`src/rtl/dmem_access_ctrl_if.sv`:
```
// Bundle of MEM-stage request, data-cache bus and writeback-side signals
// for dmem_access_ctrl. The master modport is the controller's view; the
// slave modport is the view of whoever drives requests and answers the cache.
interface dmem_access_ctrl_if;
    // Request from EX/MEM
    logic        req_valid;
    logic        req_write;
    logic [2:0]  req_funct3;
    logic [31:0] req_addr;
    logic [31:0] req_wdata;
    // Data-cache bus
    logic        dmem_read;
    logic        dmem_write;
    logic [31:0] dmem_address;
    logic [31:0] dmem_wdata;
    logic [3:0]  dmem_mbe;
    logic        dmem_resp;
    logic [31:0] dmem_rdata;
    // Pipeline control and load result
    logic        stall;
    logic        done;
    logic        access_fault;
    logic [31:0] ld_word;
    logic [1:0]  ld_offset;

    modport master (
        input  req_valid, req_write, req_funct3, req_addr, req_wdata,
        input  dmem_resp, dmem_rdata,
        output dmem_read, dmem_write, dmem_address, dmem_wdata, dmem_mbe,
        output stall, done, access_fault, ld_word, ld_offset
    );

    modport slave (
        output req_valid, req_write, req_funct3, req_addr, req_wdata,
        output dmem_resp, dmem_rdata,
        input  dmem_read, dmem_write, dmem_address, dmem_wdata, dmem_mbe,
        input  stall, done, access_fault, ld_word, ld_offset
    );
endinterface

```
`src/rtl/dmem_access_ctrl.sv`:
```
// MEM-stage data-memory requester: turns a load/store into a registered
// cache request, stalls the pipeline until the cache responds, and returns
// the raw read word plus byte offset for writeback extraction.
module dmem_access_ctrl (
    input logic                clk,
    input logic                rst_n,
    dmem_access_ctrl_if.master bus
);

    typedef enum logic [1:0] {StIdle, StBusy, StDone} state_e;

    state_e      r_state;
    logic        r_read;
    logic        r_write;
    logic [31:0] r_address;
    logic [31:0] r_wdata;
    logic [3:0]  r_mbe;
    logic        r_done;
    logic        r_fault;
    logic [31:0] r_ld_word;
    logic [1:0]  r_ld_offset;
    // Offset of the in-flight access; published to ld_offset only when a load completes
    logic [1:0]  r_pend_off;

    logic [1:0]  w_off;
    logic        w_legal;
    logic [3:0]  w_mbe;
    logic [31:0] w_wdata;

    assign w_off   = bus.req_addr[1:0];
    assign w_wdata = bus.req_wdata << {w_off, 3'b000};

    // Decode legality and store byte lanes from funct3 and the address offset
    always_comb begin
        w_legal = 1'b0;
        w_mbe   = 4'b0000;
        unique case (bus.req_funct3)
            3'b000: begin
                w_legal = 1'b1;
                w_mbe   = 4'b0001 << w_off;
            end
            3'b001: begin
                w_legal = ~w_off[0];
                w_mbe   = 4'b0011 << w_off;
            end
            3'b010: begin
                w_legal = (w_off == 2'b00);
                w_mbe   = 4'b1111;
            end
            3'b100:  w_legal = ~bus.req_write;
            3'b101:  w_legal = ~bus.req_write & ~w_off[0];
            default: w_legal = 1'b0;
        endcase
        if (!bus.req_write) begin
            w_mbe = 4'b0000;
        end
    end

    // Access FSM with all bus and result outputs registered
    always_ff @(posedge clk or negedge rst_n) begin
        if (!rst_n) begin
            r_state     <= StIdle;
            r_read      <= 1'b0;
            r_write     <= 1'b0;
            r_address   <= 32'h0;
            r_wdata     <= 32'h0;
            r_mbe       <= 4'b0000;
            r_done      <= 1'b0;
            r_fault     <= 1'b0;
            r_ld_word   <= 32'h0;
            r_ld_offset <= 2'b00;
            r_pend_off  <= 2'b00;
        end else begin
            unique case (r_state)
                StIdle: begin
                    if (bus.req_valid) begin
                        if (w_legal) begin
                            r_address  <= {bus.req_addr[31:2], 2'b00};
                            r_wdata    <= w_wdata;
                            r_mbe      <= w_mbe;
                            r_pend_off <= w_off;
                            r_read     <= ~bus.req_write;
                            r_write    <= bus.req_write;
                            r_state    <= StBusy;
                        end else begin
                            r_done  <= 1'b1;
                            r_fault <= 1'b1;
                            r_state <= StDone;
                        end
                    end
                end
                StBusy: begin
                    if (bus.dmem_resp) begin
                        r_read  <= 1'b0;
                        r_write <= 1'b0;
                        if (r_read) begin
                            r_ld_word   <= bus.dmem_rdata;
                            r_ld_offset <= r_pend_off;
                        end
                        r_done  <= 1'b1;
                        r_state <= StDone;
                    end
                end
                StDone: begin
                    // Same instruction is still presented here, so req_valid is ignored
                    r_done  <= 1'b0;
                    r_fault <= 1'b0;
                    r_state <= StIdle;
                end
                default: r_state <= StIdle;
            endcase
        end
    end

    assign bus.dmem_read    = r_read;
    assign bus.dmem_write   = r_write;
    assign bus.dmem_address = r_address;
    assign bus.dmem_wdata   = r_wdata;
    assign bus.dmem_mbe     = r_mbe;
    assign bus.done         = r_done;
    assign bus.access_fault = r_fault;
    assign bus.ld_word      = r_ld_word;
    assign bus.ld_offset    = r_ld_offset;
    // Reset gating keeps stall low even if req_valid is held during reset
    assign bus.stall = rst_n & (((r_state == StIdle) & bus.req_valid) | (r_state == StBusy));

endmodule

```
`src/flat_wrapper.sv`:
```
// flat-port wrapper written by rule: the top's interface ports become plain ports
module dmem_access_ctrl_flat 
  (clk, rst_n, bus_req_valid, bus_req_write, bus_req_funct3, bus_req_addr, bus_req_wdata, bus_dmem_resp, bus_dmem_rdata, bus_dmem_read, bus_dmem_write, bus_dmem_address, bus_dmem_wdata, bus_dmem_mbe, bus_stall, bus_done, bus_access_fault, bus_ld_word, bus_ld_offset);
  dmem_access_ctrl_if bus_i ();
  input logic clk;
  input logic rst_n;
  input wire logic [$bits(bus_i.req_valid)-1:0] bus_req_valid;
  input wire logic [$bits(bus_i.req_write)-1:0] bus_req_write;
  input wire logic [$bits(bus_i.req_funct3)-1:0] bus_req_funct3;
  input wire logic [$bits(bus_i.req_addr)-1:0] bus_req_addr;
  input wire logic [$bits(bus_i.req_wdata)-1:0] bus_req_wdata;
  input wire logic [$bits(bus_i.dmem_resp)-1:0] bus_dmem_resp;
  input wire logic [$bits(bus_i.dmem_rdata)-1:0] bus_dmem_rdata;
  output wire logic [$bits(bus_i.dmem_read)-1:0] bus_dmem_read;
  output wire logic [$bits(bus_i.dmem_write)-1:0] bus_dmem_write;
  output wire logic [$bits(bus_i.dmem_address)-1:0] bus_dmem_address;
  output wire logic [$bits(bus_i.dmem_wdata)-1:0] bus_dmem_wdata;
  output wire logic [$bits(bus_i.dmem_mbe)-1:0] bus_dmem_mbe;
  output wire logic [$bits(bus_i.stall)-1:0] bus_stall;
  output wire logic [$bits(bus_i.done)-1:0] bus_done;
  output wire logic [$bits(bus_i.access_fault)-1:0] bus_access_fault;
  output wire logic [$bits(bus_i.ld_word)-1:0] bus_ld_word;
  output wire logic [$bits(bus_i.ld_offset)-1:0] bus_ld_offset;
  assign bus_i.req_valid = bus_req_valid;
  assign bus_i.req_write = bus_req_write;
  assign bus_i.req_funct3 = bus_req_funct3;
  assign bus_i.req_addr = bus_req_addr;
  assign bus_i.req_wdata = bus_req_wdata;
  assign bus_i.dmem_resp = bus_dmem_resp;
  assign bus_i.dmem_rdata = bus_dmem_rdata;
  assign bus_dmem_read = bus_i.dmem_read;
  assign bus_dmem_write = bus_i.dmem_write;
  assign bus_dmem_address = bus_i.dmem_address;
  assign bus_dmem_wdata = bus_i.dmem_wdata;
  assign bus_dmem_mbe = bus_i.dmem_mbe;
  assign bus_stall = bus_i.stall;
  assign bus_done = bus_i.done;
  assign bus_access_fault = bus_i.access_fault;
  assign bus_ld_word = bus_i.ld_word;
  assign bus_ld_offset = bus_i.ld_offset;
  dmem_access_ctrl u_core (.clk(clk), .rst_n(rst_n), .bus(bus_i));
endmodule
```
`config.mk`:
```
export PLATFORM = sky130hd
export DESIGN_NAME = dmem_access_ctrl_flat
export DESIGN_NICKNAME = d
export VERILOG_FILES = /design/src/rtl/dmem_access_ctrl_if.sv /design/src/rtl/dmem_access_ctrl.sv /design/src/flat_wrapper.sv
export SDC_FILE = /design/constraint.sdc
export NUM_CORES = 1
export LEC_CHECK = 0
export BUFFER_PORTS_ARGS = -buffer_cell sky130_fd_sc_hd__buf_4
export CELL_PAD_IN_SITES_DETAIL_PLACEMENT = 0
export CELL_PAD_IN_SITES_GLOBAL_PLACEMENT = 2
export CORE_MARGIN = 10
export CORE_UTILIZATION = 30
export DETAILED_ROUTE_END_ITERATION = 10
export GPL_TIMING_DRIVEN = 0
export PLACE_DENSITY_LB_ADDON = 0.12
export SLEW_MARGIN = 0
export SYNTH_ARGS = -nofsm -noshare
export SYNTH_HDL_FRONTEND = slang
export SYNTH_SLANG_ARGS = --single-unit
```
`constraint.sdc`:
```
create_clock -name clk -period 2.56 [get_ports clk]
set_input_delay 0.64 -clock clk [delete_from_list [all_inputs] [get_ports clk]]
set_output_delay 0.64 -clock clk [all_outputs]
set_load 0.02 [all_outputs]
```
==> impl_metrics.toml, run 1 <==
[outcome]
outcome = "complete, no violations"

[finish]
finalNonFillerCells = 851
nNetsFinal = 762
diodes = 0
final_core_util_pct = 44.46
final_cell_area_um2 = 6734
drive_gt1_share_pct = 43.14
synthToLayoutAreaGrowth_pct = 45.42

[power]
powerDensity_nw_per_um2 = 956.5
p_leak_nw = 3.524
vdd_ir_drop_max_v = 0.0003313
power_mw = 6.441

[global_route]
grt_max_degree = 67
grt_first_pass_wirelength_um = 22940
grt_usage_pct = 14.32
overflow = 0
grt_pass1_vias = 4043
antenna_found_initial = 0

[sta]
rsz0062_at_grt = "no"
hold_slack_ps = 217.4
maxSlewViolCount = 0
worst_clock_skew_ps = 4.914
fin_crit_sh_pct = 92.95
worst_pin_slew_ps = 542.3
max-slew-margin-rel_pct = 63.71
setup_viol = 0
post-route-min-period_ps = 2380
finalHoldViolCount = 0
clock.fmax_mhz = 420.3

[logic_synthesis]
netlist_area_um2 = 4631
synth_warnings = 0
synth.avg_cell_area_um2 = 10.60
synth_cells = 437
synth_top_area_share_pct = 58.36
ys_types = 32
synthTopCellsByArea = "dfrtp_1, nand2_1, mux2_2"
synth.ff_latch_count = 108
synth_top_area_cell = "dfrtp_1"
synth-seq-area-share_pct = 58.36

[die]
core-area_um2 = 15150
fp-row-count = 45
fp.dieH_um = 144.2
die_area_um2 = 20810
ios = 211
die_width_um = 144.2
start_util_pct = 30.57

[clock_tree]
clk_pin_slew_worst_paths_ps = 70
clockRootBuffer = "clkbuf_16"
cts_made_buffers = 9
cts_tree = "built"
cts_sinks = 108
cts_buffer_depth = 2
cts_resized = 1
postCtsSetupBuffers = 0
cts.htree.levels = 3
worst_skew_pair.late_latency_ps = 340
postCtsHoldBufs = 0

[critical_path]
end_kind = "primary output"
cp.arrival_ps = 1740
startpoint_type = "input port"
required_ps = 1920
crit_type = "input port to primary output"
crit_fanout = 66

[drt]
firstDrtPassIters = 4
finalWirelength_um = 15420
ant_nets = 0
route.vias.total = 3864
route.detailed.drc = 0
wl_per_cell_um = 18.12
drtIter0Drc = 181
viasPerCell = 4.541

[place]
place_area_um2 = 6459
dp_cells = 835
post-dp-hpwl_um = 11920
gp_congestion = 0.8589
port_buffers = 208

[hold_path]
holdCritPathClass = "input port to asynchronous set/reset pin"

[job]
maxCapViolCount = 0
-- layout make-up --
class | instances | area [um^2]
fillers | 1528 | 8412
clock buffers | 12 | 246.5
clock inverters | 4 | 25.02
flip-flops and latches | 108 | 2703
plain buffers | 29 | 155.1
repair buffers | 209 | 1593
multi-input cells | 299 | 1769
well taps | 188 | 235.2
inverters | 2 | 7.507
-- layer usage --
metal	routed length, um	global-route usage [%]
met5	0	0
met1	6639	18.07
met2	7162	22.45
met3	1533	5.772
met4	81	3.404
-- worst max-delay path, stage by stage --
cell and delay [ps]:
buf_6 350, buf_16 350, o211a_1 220, buf_4 150
-- worst paths after layout --
| path | start | end | slack (ps) | cells after the start |
|---|---|---|---|---|
| setup / recovery | rst_n | bus_stall | 180 | 4 |
| hold / removal | rst_n | u_core.bus.ld_word[8] | 220 | 1 |
| setup reg to reg | u_core.r_state[0] | u_core.bus.dmem_wdata[27] | 780 | 6 |
| hold reg to reg | u_core.bus.dmem_wdata[6] | u_core.bus.dmem_wdata[6] | 470 | 2 |
| max in group asynchronous | rst_n | u_core.bus.dmem_wdata[30] | 1660 | 2 |
| min in group clk | u_core.bus.dmem_wdata[6] | u_core.bus.dmem_wdata[6] | 470 | 2 |
-- power breakdown --
| group | internal [mW] | switching (mW) |
|---|---|---|
| logic | 1.16 | 1.39 |
| clock network | 0.685 | 0.632 |
| registers | 2.27 | 0.302 |
| total | 4.11 | 2.33 |
-- cells in the final DEF (no fill, tap or decap), drive strengths merged --
cell type	n
inv	2
o21bai	1
nand2	138
o31ai	8
nor2b	12
mux2i	16
mux2	42
o211ai	1
conb	2
a221oi	1
clkinv	2
clkinvlp	2
o2111ai	1
buf	228
o2bb2ai	1
nor3b	1
clkbuf	22
o22a	1
nor4	1
o21ai	16
dfrtp	108
nand3	10
a22o	1
nor3	1
nor2	14
nand2b	1
a21oi	19
a21o	1
a211oi	8
o211a	2
-- cells in the mapped netlist, drive strengths merged --
cell / count
nand2: 138
dfrtp: 108
mux2: 42
a21oi: 19
buf: 19
mux2i: 16
o21ai: 16
nor2: 14
nor2b: 12
clkbuf: 10
nand3: 10
a211oi: 8
o31ai: 8
inv: 2
o211a: 2
a21o: 1
a221oi: 1
a22o: 1
conb: 1
nand2b: 1
nor3: 1
nor3b: 1
nor4: 1
o2111ai: 1
o211ai: 1
o21bai: 1
o22a: 1
o2bb2ai: 1
-- metrics by stage --
step / TNS [ps] / worst slack (ps)
after floorplan: 0 / 714.9
after global placement: -292.1 / -292.1
after detailed placement: -35.25 / -35.25
after CTS: 0 / 121.5
after global routing: 0 / 35.19
final: 0 / 180.5
-- state kept, by name, indices dropped and copies added, names as in the netlist --
name,flops
u_core.r_pend_off,2
u_core.bus.dmem_write,1
u_core.bus.dmem_read,1
u_core.bus.dmem_address,30
u_core.bus.dmem_wdata,32
u_core.bus.ld_word,32
u_core.bus.access_fault,1
u_core.bus.dmem_mbe,4
u_core.bus.ld_offset,2
u_core.r_state,2
u_core.bus.done,1
-- cell families after synthesis --
group	count (synthesis)	synth area share (%)
and+or+nand+nor	178	15.89
DFF	108	58.36
AOI/OAI and AO/OA	61	8.484
muxes	58	13.67
buffers and inverters	31	3.513
other	1	0.08098
No activity file was read; power rests on OpenSTA's default activity.
==> run 2, diff against run 1 <==
PLACE_DENSITY = 0.86   (was default)
PLACE_DENSITY_LB_ADDON = default   (was 0.12)
==> run 2 against run 1 <==
Net effect:
- flip-flop and latch count unchanged
- worst setup slack improved by 45 ps
- power is 2.3% higher
- largest power group unchanged
==> impl_metrics.toml, run 2 (synthesized netlist as in run 1, its figures left out) <==
[power]
power_frac_seq_pct = 39.2
combinationalPowerShare_pct = 38.9
vdd_ir_drop_max_v = 0.0004531
switching_share_pct = 35.92
powerDensity_nw_per_um2 = 976.3
p_leak_nw = 3.538
p_sw_mw = 2.367
p_int_mw = 4.221
pwr-share-clk_pct = 22.0
power_mw = 6.588

[die]
core-area_um2 = 15150
fp.dieH_um = 144.2
fp-row-count = 45
start_util_pct = 30.57
ios = 211
die_area_um2 = 20810
die_width_um = 144.2

[finish]
nNetsFinal = 761
final_cell_mix = "buf_4, nand2_1, dfrtp_1, mux2_2, a21oi_1"
seqCellArea_um2 = 2703
diodes = 0
drive_gt1_share_pct = 43.35
final_cell_area_um2 = 6748
synthToLayoutAreaGrowth_pct = 45.72
fill_cells = 1489
multi_input_area_um2 = 1769
final_common_cell = "buf_4"

[critical_path]
crit_fanout = 109
rrSetupSlack_ps = 730
required_ps = 1920
crit_type = "input port to primary output"
end_kind = "primary output"
cp.arrival_ps = 1690
startpoint_type = "input port"

[sta]
post-route-min-period_ps = 2335
fin_crit_sh_pct = 91.20
worst_pin_slew_ps = 824.4
finalHoldViolCount = 0
max-slew-margin-rel_pct = 45.04
maxSlewViolCount = 0
clock.fmax_mhz = 428.3
setup_viol = 0
worst_clock_skew_ps = 2.565
hold_slack_ps = 348.3
setup_slack_ps = 225.3
rsz0062_at_grt = "no"

[place]
gp_congestion = 0.8514
place_area_um2 = 6431
post-dp-hpwl_um = 11990
port_buffers = 208
pre_cts_slack_ps = -311.0

[hold_path]
holdCritPathClass = "input port to asynchronous set/reset pin"

[clock_tree]
clockRootBuffer = "clkbuf_16"
cts_buffer_depth = 2
postCtsSetupBuffers = 0
postCtsHoldBufs = 0
cts_tree = "built"
cts_sinks = 108
cts.htree.levels = 3
cts_resized = 1
cts_made_buffers = 9
worst_skew_pair.late_latency_ps = 350
clk_pin_slew_worst_paths_ps = 70

[global_route]
overflow = 0
grt_usage_pct = 14.51
grt_first_pass_wirelength_um = 23450
grt_pass1_vias = 4249
antenna_found_initial = 0
grt_max_degree = 110

[drt]
route.detailed.drc = 0
route.vias.total = 3929
finalWirelength_um = 15290
drtIter0Drc = 148
firstDrtPassIters = 4
ant_nets = 0
viasPerCell = 4.622
wl_per_cell_um = 17.99

[job]
maxCapViolCount = 0

[outcome]
outcome = "complete, no violations"
-- run 2: cell types whose count changed in the layout (fill, tap and decap cells not counted) --
cell | before | now
clkinvlp_4 | 2 | 0
buf_16 | 1 | 0
buf_6 | 2 | 1
clkinv_2 | 2 | 1
clkinv_4 | 0 | 1
inv_6 | 0 | 3
buf_8 | 0 | 1
bufinv_16 | 0 | 1
clkbuf_1 | 12 | 10
-- run 2: final timing paths --
| path | to | cells past startpoint | from |
|---|---|---|---|
| max | bus_stall | 3 | rst_n |
| min | u_core.bus.dmem_address[2] | 1 | rst_n |
| max reg2reg | u_core.bus.dmem_wdata[30] | 6 | u_core.r_state[0] |
| min reg2reg | u_core.bus.dmem_wdata[4] | 2 | u_core.bus.dmem_wdata[4] |
| max in group asynchronous | u_core.bus.dmem_wdata[12] | 1 | rst_n |
| min in group clk | u_core.bus.dmem_wdata[4] | 2 | u_core.bus.dmem_wdata[4] |
-- run 2: metrics by stage --
step | utilization (%) | std cells | setup TNS, ps
after floorplan | - | 438 | 0
after global placement | 42.46 | 834 | -256.7
after detailed placement | 42.46 | 834 | -311.0
after CTS | 44.53 | 850 | 0
after global routing | 44.55 | 850 | 0
final | 44.55 | 850 | 0
-- run 2: metal layers --
layer	global-route usage, %	part of all wire, %	vias up
met5	0	0	-
met4	2.394	0.56	0
met3	5.969	9.0	5
met2	24.59	48	140
met1	17.10	42	1892
li1	-	-	1892
-- run 2: power by group through the flow --
| stage | Clock [mW] | Combinational, mW | Sequential, mW |
|---|---|---|---|
| after floorplan | 0 | 0.606 | 3.26 |
| final | 1.45 | 2.56 | 2.58 |
| after global routing | 1.57 | 2.76 | 2.65 |
| after CTS | 1.50 | 2.62 | 2.59 |
| after global placement | 0 | 2.58 | 2.59 |
| after detailed placement | 0 | 2.61 | 2.62 |
-- run 2: final cells by class --
class                           instances  area share, %
Multi-Input combinational cell        299          26.22
Inverter                                2         0.1113
Clock buffer                           10          3.542
Buffer                                 29          2.299
Timing Repair Buffer                  208          23.25
Tap cell                              188          3.486
Sequential cell                       108          40.05
Clock inverter                          6          1.038
-- run 2: critical path: stages --
cell and delay, ps:
buf_8 580, o211a_1 280, buf_4 140
==> run 3, diff against run 2 <==
BUFFER_PORTS_ARGS = -buffer_cell sky130_fd_sc_hd__buf_2   (was -buffer_cell sky130_fd_sc_hd__buf_4)
CELL_PAD_IN_SITES_DETAIL_PLACEMENT = 1   (was 0)
==> run 3 against run 2 <==
Net effect:
- fmax down 0.71%
- routed wire length up 5.4%
- non-clock buffer count grew 1
- critical path type unchanged
- highest routed layer unchanged
==> impl_metrics.toml, run 3 (synthesized netlist as in run 1, its figures left out) <==
[critical_path]
crit_fanout = 55
end_kind = "primary output"
crit_type = "input port to primary output"
critPathMaxStageDelay_ps = 340
cp.depth = 4
startpoint_type = "input port"
rrSetupSlack_ps = 700
path_cells = "buf_8 -> buf_16 -> o211a_1 -> buf_2"
reg2reg_depth = 6
cpLargestDelayFamily = "buffers and inverters"
critPathLaunch = "rst_n"
crit_slowest_cell = "buf_8"
cp.buffers_inverters = 3
rr_endpoint = "u_core.bus.dmem_wdata[27]"
crit_end = "bus_stall"
cp.arrival_ps = 1710
required_ps = 1920
rr_startpoint = "u_core.r_state[0]"

[drt]
wl_per_cell_um = 18.93
finalWirelength_um = 16110
viasPerCell = 4.744
drtIter0Drc = 128
firstDrtPassIters = 4
route.detailed.drc = 0
route.vias.total = 4037
ant_nets = 0

[sta]
finalHoldViolCount = 0
fin_crit_sh_pct = 91.85
maxSlewViolCount = 0
setup_viol = 0
max-slew-margin-rel_pct = 64.24
hold_slack_ps = 201.7
post-route-min-period_ps = 2351
worst_pin_slew_ps = 534.5
clock.fmax_mhz = 425.3
worst_clock_skew_ps = 13.69
rsz0062_at_grt = "no"

[power]
powerDensity_nw_per_um2 = 999.5
vdd_ir_drop_max_v = 0.0003413
p_leak_nw = 3.415

[finish]
synthToLayoutAreaGrowth_pct = 35.10
final_common_cell = "buf_2"
drive_gt1_share_pct = 43.44
nNetsFinal = 762
fill_cells = 1767
diodes = 0
final_cell_mix = "buf_2, nand2_1, dfrtp_1, mux2_2, a21oi_1"
final_core_util_pct = 41.31
final_cell_area_um2 = 6256

[clock_tree]
cts_made_buffers = 9
cts.htree.levels = 3
postCtsSetupBuffers = 0
clk_pin_slew_worst_paths_ps = 80
cts_sinks = 108
cts_tree = "built"
clockRootBuffer = "clkbuf_16"
cts_buffer_depth = 2
postCtsHoldBufs = 0
worst_skew_pair.late_latency_ps = 350

[global_route]
grt_max_degree = 56
grt_usage_pct = 15.39
overflow = 0
grt_first_pass_wirelength_um = 25030
top_usage_layer = "met2"
grt_pass1_vias = 4504
use_met2_pct = 26.31
grt.met3_usage_pct = 4.526
grt_util_met1_pct = 18.25
antenna_found_initial = 0

[die]
die_area_um2 = 20810
ios = 211
fp.dieH_um = 144.2
start_util_pct = 30.57
die_width_um = 144.2
core-area_um2 = 15150
fp-row-count = 45

[job]
maxCapViolCount = 0

[place]
post-dp-hpwl_um = 12990
port_buffers = 208
place_area_um2 = 5941
gp_congestion = 0.8443

[outcome]
outcome = "complete, no violations"

[hold_path]
holdCritPathClass = "input port to asynchronous set/reset pin"
run 3: report_power, final:
group	internal (mW)	switching, mW	total (mW)
clock	0.794	0.666	1.46
sequential	2.27	0.293	2.56
combinational	0.813	1.42	2.23
total	3.87	2.38	6.25
run 3: what timing repair did:
item,CTS,global route
endpoints found under the setup margin,1,1
resized for setup,1,2
pin swaps,0,0
endpoints found under the hold margin,0,0
run 3: how the worst min path moves through the flow:
stage	end	slack, ps	cells after the start
floorplan	u_core.bus.access_fault	340	0
global placement	u_core.bus.dmem_address[9]	450	2
detailed placement	u_core.bus.dmem_wdata[3]	460	2
CTS	u_core.bus.dmem_address[31]	270	1
global route	u_core.bus.dmem_address[10]	240	1
finish	u_core.bus.dmem_address[31]	200	1
run 3: layer usage:
metal	share of wire, %	wire length [um]	up-vias
met1	43	6860	1983
met3	7.2	1153	15
met5	0	0	-
met4	1.3	208	0
met2	49	7886	133
li1	-	-	1906
run 3: layout make-up:
cell class / instances / area (um^2) / area share [%]
Clock inverter: 6 / 68.82 / 1.100
Buffer: 29 / 155.1 / 2.480
Multi-Input combinational cell: 299 / 1769 / 28.28
Timing Repair Buffer: 209 / 1079 / 17.24
Clock buffer: 10 / 239.0 / 3.820
Tap cell: 188 / 235.2 / 3.760
Inverter: 2 / 7.507 / 0.1200
Sequential cell: 108 / 2703 / 43.20
run 3: per-stage QoR:
stage,setup TNS [ps],worst slack (ps),total power [mW],cells
2_1_floorplan,0,714.9,3.867,438
3_3_place_gp,-42690,-1080,4.782,834
3_5_place_dp,-121.1,-121.1,4.891,835
4_1_cts,0,57.09,6.375,851
5_1_grt,0,56.79,6.663,851
6_report,0,208.6,6.253,851
